--- src/rtl/register_access_controller.sv ---
// rtl/register_access_controller.sv - UART packet to register bus access engine
//
// Purpose:
//   Decodes UART_PACKET byte streams into register reads and writes.
//   Read command  : single-byte packet (SoP=EoP=1) to READ_DEST, Data = address.
//                   Answered with a DATA_BYTES-byte packet, MSB first.
//   Write command : address byte (SoP=1) to WRITE_DEST followed by DATA_BYTES
//                   data bytes, MSB first, EoP on the last; committed with a
//                   one-cycle opWrEnable strobe.
//
// Ports:
//   ipClk        system clock, rising edge
//   ipReset      synchronous active-high reset
//   ipRxStream   received bytes, no backpressure
//   opTxStream   response bytes, held stable until ipTxReady
//   ipTxReady    transmitter accepts opTxStream this cycle
//   opAddress    register address
//   ipReadData   register read data, valid one cycle after opAddress
//   opWriteData  write word
//   opWrEnable   one-cycle write strobe
//
// Configuration macro:
//   WRITE_ACK_EN  when defined, each committed write is acknowledged with a
//                 one-byte packet carrying the address byte.

package uart_packet_pkg;
    typedef struct packed {
        logic       Valid;
        logic       SoP;
        logic       EoP;
        logic [7:0] Source;
        logic [7:0] Destination;
        logic [7:0] Length;
        logic [7:0] Data;
    } UART_PACKET;
endpackage

module register_access_controller
    import uart_packet_pkg::*;
#(
    parameter int         DATA_BYTES = 4,
    parameter int         ADDR_WIDTH = 8,
    parameter logic [7:0] READ_DEST  = 8'h00,
    parameter logic [7:0] WRITE_DEST = 8'h01
) (
    input  logic                    ipClk,
    input  logic                    ipReset,
    input  UART_PACKET              ipRxStream,
    output UART_PACKET              opTxStream,
    input  logic                    ipTxReady,
    output logic [ADDR_WIDTH-1:0]   opAddress,
    input  logic [8*DATA_BYTES-1:0] ipReadData,
    output logic [8*DATA_BYTES-1:0] opWriteData,
    output logic                    opWrEnable
);
    localparam int DATA_WIDTH = 8 * DATA_BYTES;
    localparam int CNT_WIDTH  = $clog2(DATA_BYTES + 1);
    localparam logic [CNT_WIDTH-1:0] LAST_INDEX = CNT_WIDTH'(DATA_BYTES - 1);
    localparam logic [CNT_WIDTH-1:0] FULL_COUNT = CNT_WIDTH'(DATA_BYTES);

    localparam logic [2:0] IDLE         = 3'd0;
    localparam logic [2:0] RX_WRITE     = 3'd1;
    localparam logic [2:0] READ_WAIT    = 3'd2;
    localparam logic [2:0] READ_LATCH   = 3'd3;
    localparam logic [2:0] TX_DATA      = 3'd4;
    localparam logic [2:0] WRITE_COMMIT = 3'd5;
`ifdef WRITE_ACK_EN
    localparam logic [2:0] TX_ACK       = 3'd6;
`endif

    logic [2:0]            state;
    logic [DATA_WIDTH-1:0] shiftReg;
    logic [CNT_WIDTH-1:0]  byteIndex;
    logic [CNT_WIDTH-1:0]  byteCount;
    logic [7:0]            srcLatch;
`ifdef WRITE_ACK_EN
    logic [7:0]            addrByte;
`endif

    logic                  isReadCmd;
    logic                  isWriteCmd;
    logic                  restartCmd;
    logic [CNT_WIDTH-1:0]  countNext;
    logic [DATA_WIDTH-1:0] shiftedWrite;
    logic                  unusedRx;

    assign isReadCmd  = ipRxStream.Valid && ipRxStream.SoP && ipRxStream.EoP
                        && (ipRxStream.Destination == READ_DEST);
    assign isWriteCmd = ipRxStream.Valid && ipRxStream.SoP && !ipRxStream.EoP
                        && (ipRxStream.Destination == WRITE_DEST);
    // A SoP inside a write packet abandons it and is decoded like a fresh byte.
    assign restartCmd = (state == RX_WRITE) && ipRxStream.Valid && ipRxStream.SoP;
    assign countNext    = byteCount + CNT_WIDTH'(1);
    assign shiftedWrite = (opWriteData << 8) | DATA_WIDTH'(ipRxStream.Data);
    // The incoming Length field carries nothing this block needs.
    assign unusedRx = ^ipRxStream.Length;

    always_ff @(posedge ipClk) begin
        if (ipReset) begin
            state       <= IDLE;
            shiftReg    <= '0;
            byteIndex   <= '0;
            byteCount   <= '0;
            srcLatch    <= '0;
            opAddress   <= '0;
            opWriteData <= '0;
            opWrEnable  <= 1'b0;
`ifdef WRITE_ACK_EN
            addrByte    <= '0;
`endif
        end else begin
            opWrEnable <= 1'b0;
            if (state == IDLE || restartCmd) begin
                if (isReadCmd) begin
                    opAddress <= ipRxStream.Data[ADDR_WIDTH-1:0];
                    srcLatch  <= ipRxStream.Source;
                    state     <= READ_WAIT;
                end else if (isWriteCmd) begin
                    opAddress <= ipRxStream.Data[ADDR_WIDTH-1:0];
                    srcLatch  <= ipRxStream.Source;
                    byteCount <= '0;
`ifdef WRITE_ACK_EN
                    addrByte  <= ipRxStream.Data;
`endif
                    state     <= RX_WRITE;
                end else begin
                    state <= IDLE;
                end
            end else begin
                case (state)
                    RX_WRITE: begin
                        if (ipRxStream.Valid) begin
                            if (byteCount == FULL_COUNT) begin
                                // Word already full and no EoP seen: oversize packet.
                                state <= IDLE;
                            end else begin
                                opWriteData <= shiftedWrite;
                                byteCount   <= countNext;
                                if (ipRxStream.EoP) begin
                                    if (countNext == FULL_COUNT) begin
                                        opWrEnable <= 1'b1;
                                        state      <= WRITE_COMMIT;
                                    end else begin
                                        state <= IDLE;
                                    end
                                end
                            end
                        end
                    end
                    READ_WAIT: state <= READ_LATCH;
                    READ_LATCH: begin
                        shiftReg  <= ipReadData;
                        byteIndex <= '0;
                        state     <= TX_DATA;
                    end
                    TX_DATA: begin
                        if (ipTxReady) begin
                            if (byteIndex == LAST_INDEX) begin
                                state <= IDLE;
                            end else begin
                                shiftReg  <= shiftReg << 8;
                                byteIndex <= byteIndex + CNT_WIDTH'(1);
                            end
                        end
                    end
`ifdef WRITE_ACK_EN
                    WRITE_COMMIT: state <= TX_ACK;
                    TX_ACK: begin
                        if (ipTxReady) begin
                            state <= IDLE;
                        end
                    end
`else
                    WRITE_COMMIT: state <= IDLE;
`endif
                    default: state <= IDLE;
                endcase
            end
        end
    end

    // The response byte is a pure function of registered state, so it cannot
    // change while the transmitter stalls and drops to zero as soon as the
    // state leaves a transmit state (including on reset).
    always_comb begin
        opTxStream = '0;
        if (state == TX_DATA) begin
            opTxStream.Valid       = 1'b1;
            opTxStream.SoP         = (byteIndex == '0);
            opTxStream.EoP         = (byteIndex == LAST_INDEX);
            opTxStream.Source      = READ_DEST;
            opTxStream.Destination = srcLatch;
            opTxStream.Length      = 8'(DATA_BYTES);
            opTxStream.Data        = shiftReg[DATA_WIDTH-1 -: 8];
        end
`ifdef WRITE_ACK_EN
        else if (state == TX_ACK) begin
            opTxStream.Valid       = 1'b1;
            opTxStream.SoP         = 1'b1;
            opTxStream.EoP         = 1'b1;
            opTxStream.Source      = WRITE_DEST;
            opTxStream.Destination = srcLatch;
            opTxStream.Length      = 8'd1;
            opTxStream.Data        = addrByte;
        end
`endif
    end

endmodule

--- config.mk ---
export PLATFORM = sky130hd
export DESIGN_NAME = register_access_controller
export DESIGN_NICKNAME = d
export VERILOG_FILES = /design/src/rtl/register_access_controller.sv
export SDC_FILE = /design/constraint.sdc
export NUM_CORES = 1
export LEC_CHECK = 0
export CAP_MARGIN = 0
export CORE_ASPECT_RATIO = 2
export CORE_MARGIN = 10
export CORE_UTILIZATION = 42
export CTS_BUF_LIST = sky130_fd_sc_hd__clkbuf_2 sky130_fd_sc_hd__clkbuf_4 sky130_fd_sc_hd__clkbuf_8
export DETAILED_ROUTE_END_ITERATION = 16
export PLACE_DENSITY = 0.79
export SYNTH_ARGS = -nofsm -noshare
export SYNTH_HDL_FRONTEND = slang
export SYNTH_SLANG_ARGS = --single-unit
--- constraint.sdc ---
create_clock -name ipClk -period 1.75 [get_ports ipClk]
set_input_delay 0.525 -clock ipClk [delete_from_list [all_inputs] [get_ports ipClk]]
set_output_delay 0.525 -clock ipClk [all_outputs]
set_load 0.1 [all_outputs]
Yosys cells after proc, flatten, opt, wreduce, memory -nomap -nowiden
Cells that the tools add are included.
Word-level totals
  bits in registers: 90
  input bits: 70
  output and inout bits: 76
  logic and storage cells: 83
Operators by class
  add/sub/neg operators: 2
  equality and inequality tests: 17
  multiplexer cells: 28
  bitwise gates (word level): 6
  reductions and logical operators: 22
Operator list (number)
  32-bit 2-to-1 mux: 2
  32-bit one-hot mux with 2 select lines: 1
  3-bit 2-to-1 mux: 15
  35-bit 2-to-1 mux: 1
  8-bit 2-to-1 mux: 4
  32-bit by 8-bit OR with 32-bit output: 1
  3-bit one-hot mux with 4 select lines: 1
  4-bit AND reduction: 3
  2-bit != test, second input constant: 5
  3-bit by 2-bit == test with 1-bit output, second input constant: 3
  3-bit == test, second input constant: 3
  8-bit by 1-bit == test with 1-bit output, second input constant: 1
  8-bit logical NOT: 1
  2-bit nonzero test: 4
  1-bit logical AND: 7
  3-bit by 1-bit adder with 3-bit output, second input constant: 2
  3-bit logical NOT: 2
  3-bit != test, second input constant: 2
  3-bit one-hot mux with 2 select lines: 1
  6-bit OR reduction: 1
  1-bit NOT: 5
  5-bit AND reduction: 1
  4-bit by 2-bit != test with 1-bit output, second input constant: 1
  3-bit by 1-bit == test with 1-bit output, second input constant: 1
  6 further kinds: 7

Logic depth before layout (Yosys ltp)
Gate-level depths: netlist of the first run.
  depth in word-level cells: 8
  mapped depth: 8
  gate-level depth less buffers: 6

Worst setup path after synthesis of the first run
OpenSTA, ideal clock, no wires.
  kind: register to output
  start: register state[2]
  end: output opTxStream[16] (netlist name)
  data arrival time: 2.888 ns
  required time: 1.225 ns
  setup slack: -1.663 ns
  stages on the path, launching flop included: 6
  buffers on the path: 2
  cell sequence: dfxtp_1 > or3b_1 > buf_4 > inv_2 > clkbuf_1 > and2_1
RTL lines
  from (decl): line 71  | logic [2:0] state;
  from (signal assigned): line 100  | state <= IDLE;
  from (signal assigned): line 117  | state <= READ_WAIT;
  from (signal assigned): line 125  | state <= RX_WRITE;
  to (decl): line 49  | output UART_PACKET opTxStream,

==> results of run 1 <==
==> cell type report <==
type | instances | area, sq um | share of cell area
Sequential cell | 90 | 1810 | 0.276
Inverter | 9 | 41.3 | 0.00632
Multi-Input combinational cell | 324 | 1990 | 0.305
Clock buffer | 12 | 159 | 0.0243
Timing Repair Buffer | 170 | 2330 | 0.357
Tap cell | 104 | 130 | 0.0199
Timing Repair inverter | 2 | 17.5 | 0.00268
Antenna cell | 2 | 5.00 | 0.000766
Clock inverter | 4 | 50.0 | 0.00766
==> cells by family after synthesis <==
kind of cell	count (synthesis)
buf+inv	54
mux	19
other cells	1
compound gates	77
flops	90
simple gates	206
fa+ha+maj	6
xor+xnor	1
==> per-stage QoR <==
step | util | std cells | setup TNS (ns) | worst slack (ns) | cell area (sq um)
final | 0.701 | 717 | -10.92 | -0.458 | 6530
after global routing | 0.701 | 717 | -14.24 | -0.505 | 6530
after CTS | 0.697 | 713 | -10.37 | -0.452 | 6500
after detailed placement | 0.649 | 678 | -21.41 | -0.392 | 6050
after global placement | 0.649 | 678 | -18.88 | -0.347 | 6050
after floorplan | - | 468 | -4.21 | -0.251 | 4110
==> worst paths after layout <==
path / startpoint / endpoint / slack (ns) / depth (start not counted)
max: state[0]$_SDFFE_PP0P_ / opTxStream[33] / -0.46 / 4
min reg2reg: shiftReg[6]$_SDFFE_PP0P_ / shiftReg[6]$_SDFFE_PP0P_ / 0.49 / 1
max reg2reg: state[0]$_SDFFE_PP0P_ / shiftReg[24]$_SDFFE_PP0P_ / -0.12 / 7
min: ipReset / shiftReg[27]$_SDFFE_PP0P_ / 0.42 / 2
==> routing by layer <==
metal / routed length, um / vias to the layer above / share of wire
li1: - / 1807 / -
met1: 4010 / 1813 / 0.32
met2: 7200 / 136 / 0.57
met3: 744 / 42 / 0.059
met4: 683 / 0 / 0.054
met5: 0 / - / 0
==> sequential cells by signal, summed over array words and instances, names as in the netlist <==
signal / flops
byteCount: 3
shiftReg: 32
byteIndex: 3
opWriteData: 32
srcLatch: 8
opWrEnable: 1
opAddress: 8
state: 3
==> power by group <==
part | switching [mW] | internal, mW | leakage [nW]
logic | 0.429 | 0.286 | 1.77
clock network | 0.728 | 0.751 | 0.102
registers | 0.0178 | 2.07 | 0.727
==> cell usage after synthesis, types with 2 or more instances <==
master,number
a21oi_1,37
a221oi_1,2
a22o_1,8
a311oi_2,24
and2_1,17
and3_1,2
buf_2,7
buf_4,19
buf_6,3
clkbuf_1,16
dfxtp_1,90
ha_1,6
inv_1,8
mux2i_1,18
nand2_1,121
nand3_1,2
nand4b_1,2
nor2_1,48
nor3_1,2
nor3b_1,3
==> timing repair <==
action,CTS,global route
pin swaps,3,3
hold endpoints to repair,0,0
gates resized for setup,13,4
cloned,3,0
buffers inserted,16,2
endpoints found under the setup margin,56,62
==> impl_results.md, run 1 <==
- Grt ovf: 0
- Clock Pin Slew Worst Setup and Hold Paths: around 0.09 ns
- Post-synth EDFFs: 0
- RSZ-0062 raised after global routing: true
- Area share of the largest cell type after synthesis: 0.455
- Status: complete, but fails checks
- Max Transition Viols Final: 0
- H-tree depth: 3
- GRT Total Usage: 0.182
- Ys flop type: dfxtp_1
- Avg WL per Cell: 17.6 um
- Main combinational cell family by area after synthesis: simple AND/OR/NAND/NOR gates
- CTS tree: done
- Post-Syn Instances: 454
- Die ar.: roughly 14000 sq um
- Grt met1 use: 0.162
- Total Wirelength: 12.6 mm
- Latest clock arrival within the worst-skew pair: around 0.37 ns
- VDD IR max: 588 uV
- CP Capture Type: output pin
- Global-route wire length before repair: 19.5 mm
- Max Clock Freq: ~0.45 GHz
- Minimum clock period: about 2.2 ns
- Met2 GRT Util: 0.334
- Met3 Use GR: 0.0435
- Sequential fraction of the synthesis area: 0.455
- Largest delay share family, worst path: simple AND/OR/NAND/NOR gates
- Final hold viol count: 0
- Synth Area in Compound Gates: 0.173
- Failing checks: negative setup slack
- Crit-path max FO: 6
- Worst Slack Setup Final: -0.458 ns
- Area Growth Syn to Fin: 64.9%
- #FFs+latches synth: 90
- Post-synthesis xor/xnor area fraction: 0.00221
- Post-synth cell types: 39
- CP peak stage delay: about 0.49 ns
- Max-cap violations: 0
- Most frequent cells in the layout: nand2_1, dfxtp_1, buf_12, clkdlybuf4s50_1, nor2_1
- DRT iter0 DRCs: ~220
- Core ar.: about 9300 sq um
- Post-synthesis async set-or-reset flop share: 0
- Die Width: slightly below 90 um
- FP Rows: 50
- Mean Syn Cell Area: between 8 and 9 sq um
- Die Span Y: 157 um
- Maximum clock insertion buffer count: 2
- Clk_skew: ~0.0099 ns
- Pwr Density: around 660 nW/um^2
- Layout cells sized above 1: 0.301
- Vias in the first global route: 3865
- Adder-Cell Fraction of Synth Area: 0.0189
- PortBufs: about 120
- Initial core utilization: 0.425
- Post-synth top area cell: dfxtp_1
- Simple-Gate Fraction of Synth Area: 0.225
- Critical Path Start Type: flop
- Largest net degree at the start of global routing: 60
- FILL cells: approximately 660
- Initial DRT Pass Iterations: 5
- Final hold slack: approximately 0.42 ns
- Commonest non-fill, non-tap cell in the layout: nand2_1
- Root buffer cell: clkbuf_8
- Post-Syn Area: about 4000 sq um
- CP cell instances: or3b_4, inv_8, and3_4, buf_12
- Critical path's slowest cell: or3b_4
- Multiplexer area fraction after synthesis: 0.0483
- Count of hold-fix buffers inserted at cts: 0
- Final period utilization: 1.26
- Vias: ~3.8k
- Top cells by area, synth: dfxtp_1, nand2_1, a311oi_2
- DRT antenna net count: 0
- CP Data Arrival Time: about 1.7 ns
- Worst path required time: ~1.2 ns
- Setup violators final: 54
- Type of the worst min-delay path: primary input to flop
- Cts bufs inserted: 9
- Number of remaining DRC errors: 0
- Via density: 5.30
- GRT Max-Usage Layer: met2
- Yosys Warn Count: 0
- Top Ports: ~150
- Pleak: 2.60 nW
- Final net count: just under 700
- WP buf/inv: 2
- Initial antenna violation count: 2
- Critical path class: flop to output pin
- # clock sinks: 90
- Gpl congestion: about 0.77
- Final Total Pwr: 4.29 mW
- Dpl hpwl: between 9 and 10 mm
Power figures use the tool's default switching activity.
==> inputs of run 2 (changes only) <==
--- a/config.mk
+++ b/config.mk
@@ -11,7 +11,8 @@
 export CORE_UTILIZATION = 42
 export CTS_BUF_LIST = sky130_fd_sc_hd__clkbuf_2 sky130_fd_sc_hd__clkbuf_4 sky130_fd_sc_hd__clkbuf_8
 export DETAILED_ROUTE_END_ITERATION = 16
-export PLACE_DENSITY = 0.79
+export MAX_ROUTING_LAYER = met4
+export PLACE_DENSITY = 0.83
 export SYNTH_ARGS = -nofsm -noshare
 export SYNTH_HDL_FRONTEND = slang
 export SYNTH_SLANG_ARGS = --single-unit
==> impl_results.md, run 2 (synthesized netlist as in run 1, its figures left out) <==
- Status: complete, but fails checks
- Failing checks: negative setup slack
- Worst Setup EP: opTxStream[33]
- WP buf/inv: 2
- Latest clock arrival within the worst-skew pair: roughly 0.37 ns
- Antenna diodes: 0
- CTS tree: done
- Layout cells sized above 1: 0.314
- Pwr Density: roughly 630 nW/um^2
- Initial core utilization: 0.425
- Setup_tns: -16.97 ns
- CP peak stage delay: 0.47 ns
- Biggest regs: opWriteData: 32 flops, shiftReg: 32 flops
- Gpl congestion: 0.835
- Grt ovf: 0
- Initial antenna violation count: 0
- Worst R2R Path Depth: 10
- RR Endpoint: shiftReg[9]$_SDFFE_PP0P_
- FF-to-FF Start: state[1]$_SDFFE_PP0P_
- Avg WL per Cell: around 18 um
- Vias in the first global route: about 3.9k
- Commonest non-fill, non-tap cell in the layout: nand2_1
- Final Instance Area: about 6600 sq um
- Area after DPL: around 6000 sq um
- Max-cap violations: 0
- DRT iter0 DRCs: approximately 330
- Maximum clock insertion buffer count: 2
- Largest net degree at the start of global routing: 60
- PortBufs: around 120
- Crit path depth: 4
- # clock sinks: 90
- H-tree depth: 3
- Dpl ws: -0.435 ns
- Pleak: ~2.7 nW
- Area occupied by multi-input gates: roughly 2000 sq um
- Reg2Reg Setup Slack: -0.32 ns
- Total Wirelength: around 13 mm
- Core ar.: a little over 9000 sq um
- Max Transition Viols Final: 0
- Worst path required time: roughly 1.2 ns
- Critical Path Start Type: flop
- Die Width: ~90 um
- Final hold slack: between 0.4 and 0.5 ns
- DRT antenna net count: 0
- Critical path's slowest cell: or3b_4
- VDD IR max: between 500 and 600 uV
- Die ar.: 14000 sq um
- Initial DRT Pass Iterations: 4
- Critical path class: flop to output pin
- Via density: between 5 and 6
- Dpl hpwl: roughly 9.5 mm
- Crit path from: state[1]$_SDFFE_PP0P_
- CP Capture Type: output pin
- Root buffer cell: clkbuf_8
- Most frequent cells in the layout: nand2_1, dfxtp_1, buf_12, clkdlybuf4s50_1, nor2_1
- Minimum clock period: roughly 2.2 ns
- Worst Slack Setup Final: -0.434 ns
- Number of remaining DRC errors: 0
- Final net count: about 690
- Count of hold-fix buffers inserted at cts: 0
- GRT Total Usage: 0.185
- Type of the worst min-delay path: flop to flop
- Global-route wire length before repair: between 15 and 20 mm
- Max Clock Freq: 0.458 GHz
- Clock Pin Slew Worst Setup and Hold Paths: around 0.09 ns
- Largest delay share family, worst path: simple AND/OR/NAND/NOR gates
- Area Growth Syn to Fin: 66.8%
- Die Span Y: 157 um
- Reg area: 1800 sq um
- Clk_skew: between 0.01 and 0.015 ns
- FILL cells: between 600 and 700
- FP Rows: 50
- Cts bufs inserted: 9
- Setup violators final: between 50 and 60
- CP cell instances: or3b_4, inv_8, and3_4, buf_12
- RSZ-0062 raised after global routing: true
- Top Ports: approximately 150
- Final hold viol count: 0
- CP Data Arrival Time: between 1.5 and 2 ns
- Vias: ~3.8k
- Final period utilization: 1.25
- Crit-path max FO: 12
[run 2: changes by cell type in the layout (fill, tap and decap cells not counted), moves of 2 or more]
cell / previous run / this run
buf_12: 69 / 67
buf_4: 34 / 36
buf_6: 6 / 13
clkdlybuf4s50_1: 59 / 57
clkinv_4: 0 / 4
clkinvlp_4: 2 / 0
diode_2: 2 / 0
dlymetal6s2s_1: 1 / 3
[run 2: per-stage QoR]
step                      instances  utilization  power, mW
final                           722        0.709       4.15
after global routing            722        0.709       4.31
after CTS                       712        0.689       4.13
after detailed placement        688        0.655       2.80
after global placement          688        0.655       2.78
after floorplan                 468            -       2.57
[run 2: cell type report]
type	count	area share
clock buffer	11	0.0220
clock inverter	5	0.00606
inverter	9	0.00625
multi-input combinational	324	0.306
sequential	90	0.273
tap	104	0.0197
timing repair buffer	178	0.366
timing repair inverter	1	0.00132
[run 2: what timing repair did]
item,CTS,global route
endpoints found under the hold margin,0,0
gates cloned,3,1
buffers inserted,5,10
pin swaps,3,21
gates resized for setup,13,22
endpoints found under the setup margin,56,99
[run 2: layer usage]
metal / share of wire / routed length [um] / track usage
met4: 0.058 / 738 / 0.126
met3: 0.043 / 556 / 0.0352
met1: 0.33 / 4240 / 0.166
met2: 0.57 / 7290 / 0.335
met5: 0 / 0 / -
[run 2: worst min-delay path, stage by stage, from the launching register on]
cell     delay (ns)
dfxtp_1        0.34
nand2_1        0.06
a21oi_1        0.05
[run 2: where the power goes]
group	switching [mW]	internal [mW]
Clock	0.752	0.578
Combinational	0.434	0.293
Sequential	0.0179	2.07
[run 2: worst min-delay path by stage]
stage	startpoint	endpoint	slack, ns	cells after the start
global route	shiftReg[4]$_SDFFE_PP0P_	shiftReg[4]$_SDFFE_PP0P_	0.51	1
global placement	shiftReg[7]$_SDFFE_PP0P_	shiftReg[7]$_SDFFE_PP0P_	0.46	1
finish	opWriteData[24]$_SDFFE_PP0P_	opWriteData[24]$_SDFFE_PP0P_	0.50	2
CTS	shiftReg[7]$_SDFFE_PP0P_	shiftReg[7]$_SDFFE_PP0P_	0.49	1
detailed placement	shiftReg[7]$_SDFFE_PP0P_	shiftReg[7]$_SDFFE_PP0P_	0.47	1
floorplan	shiftReg[0]$_SDFFE_PP0P_	shiftReg[0]$_SDFFE_PP0P_	0.45	1
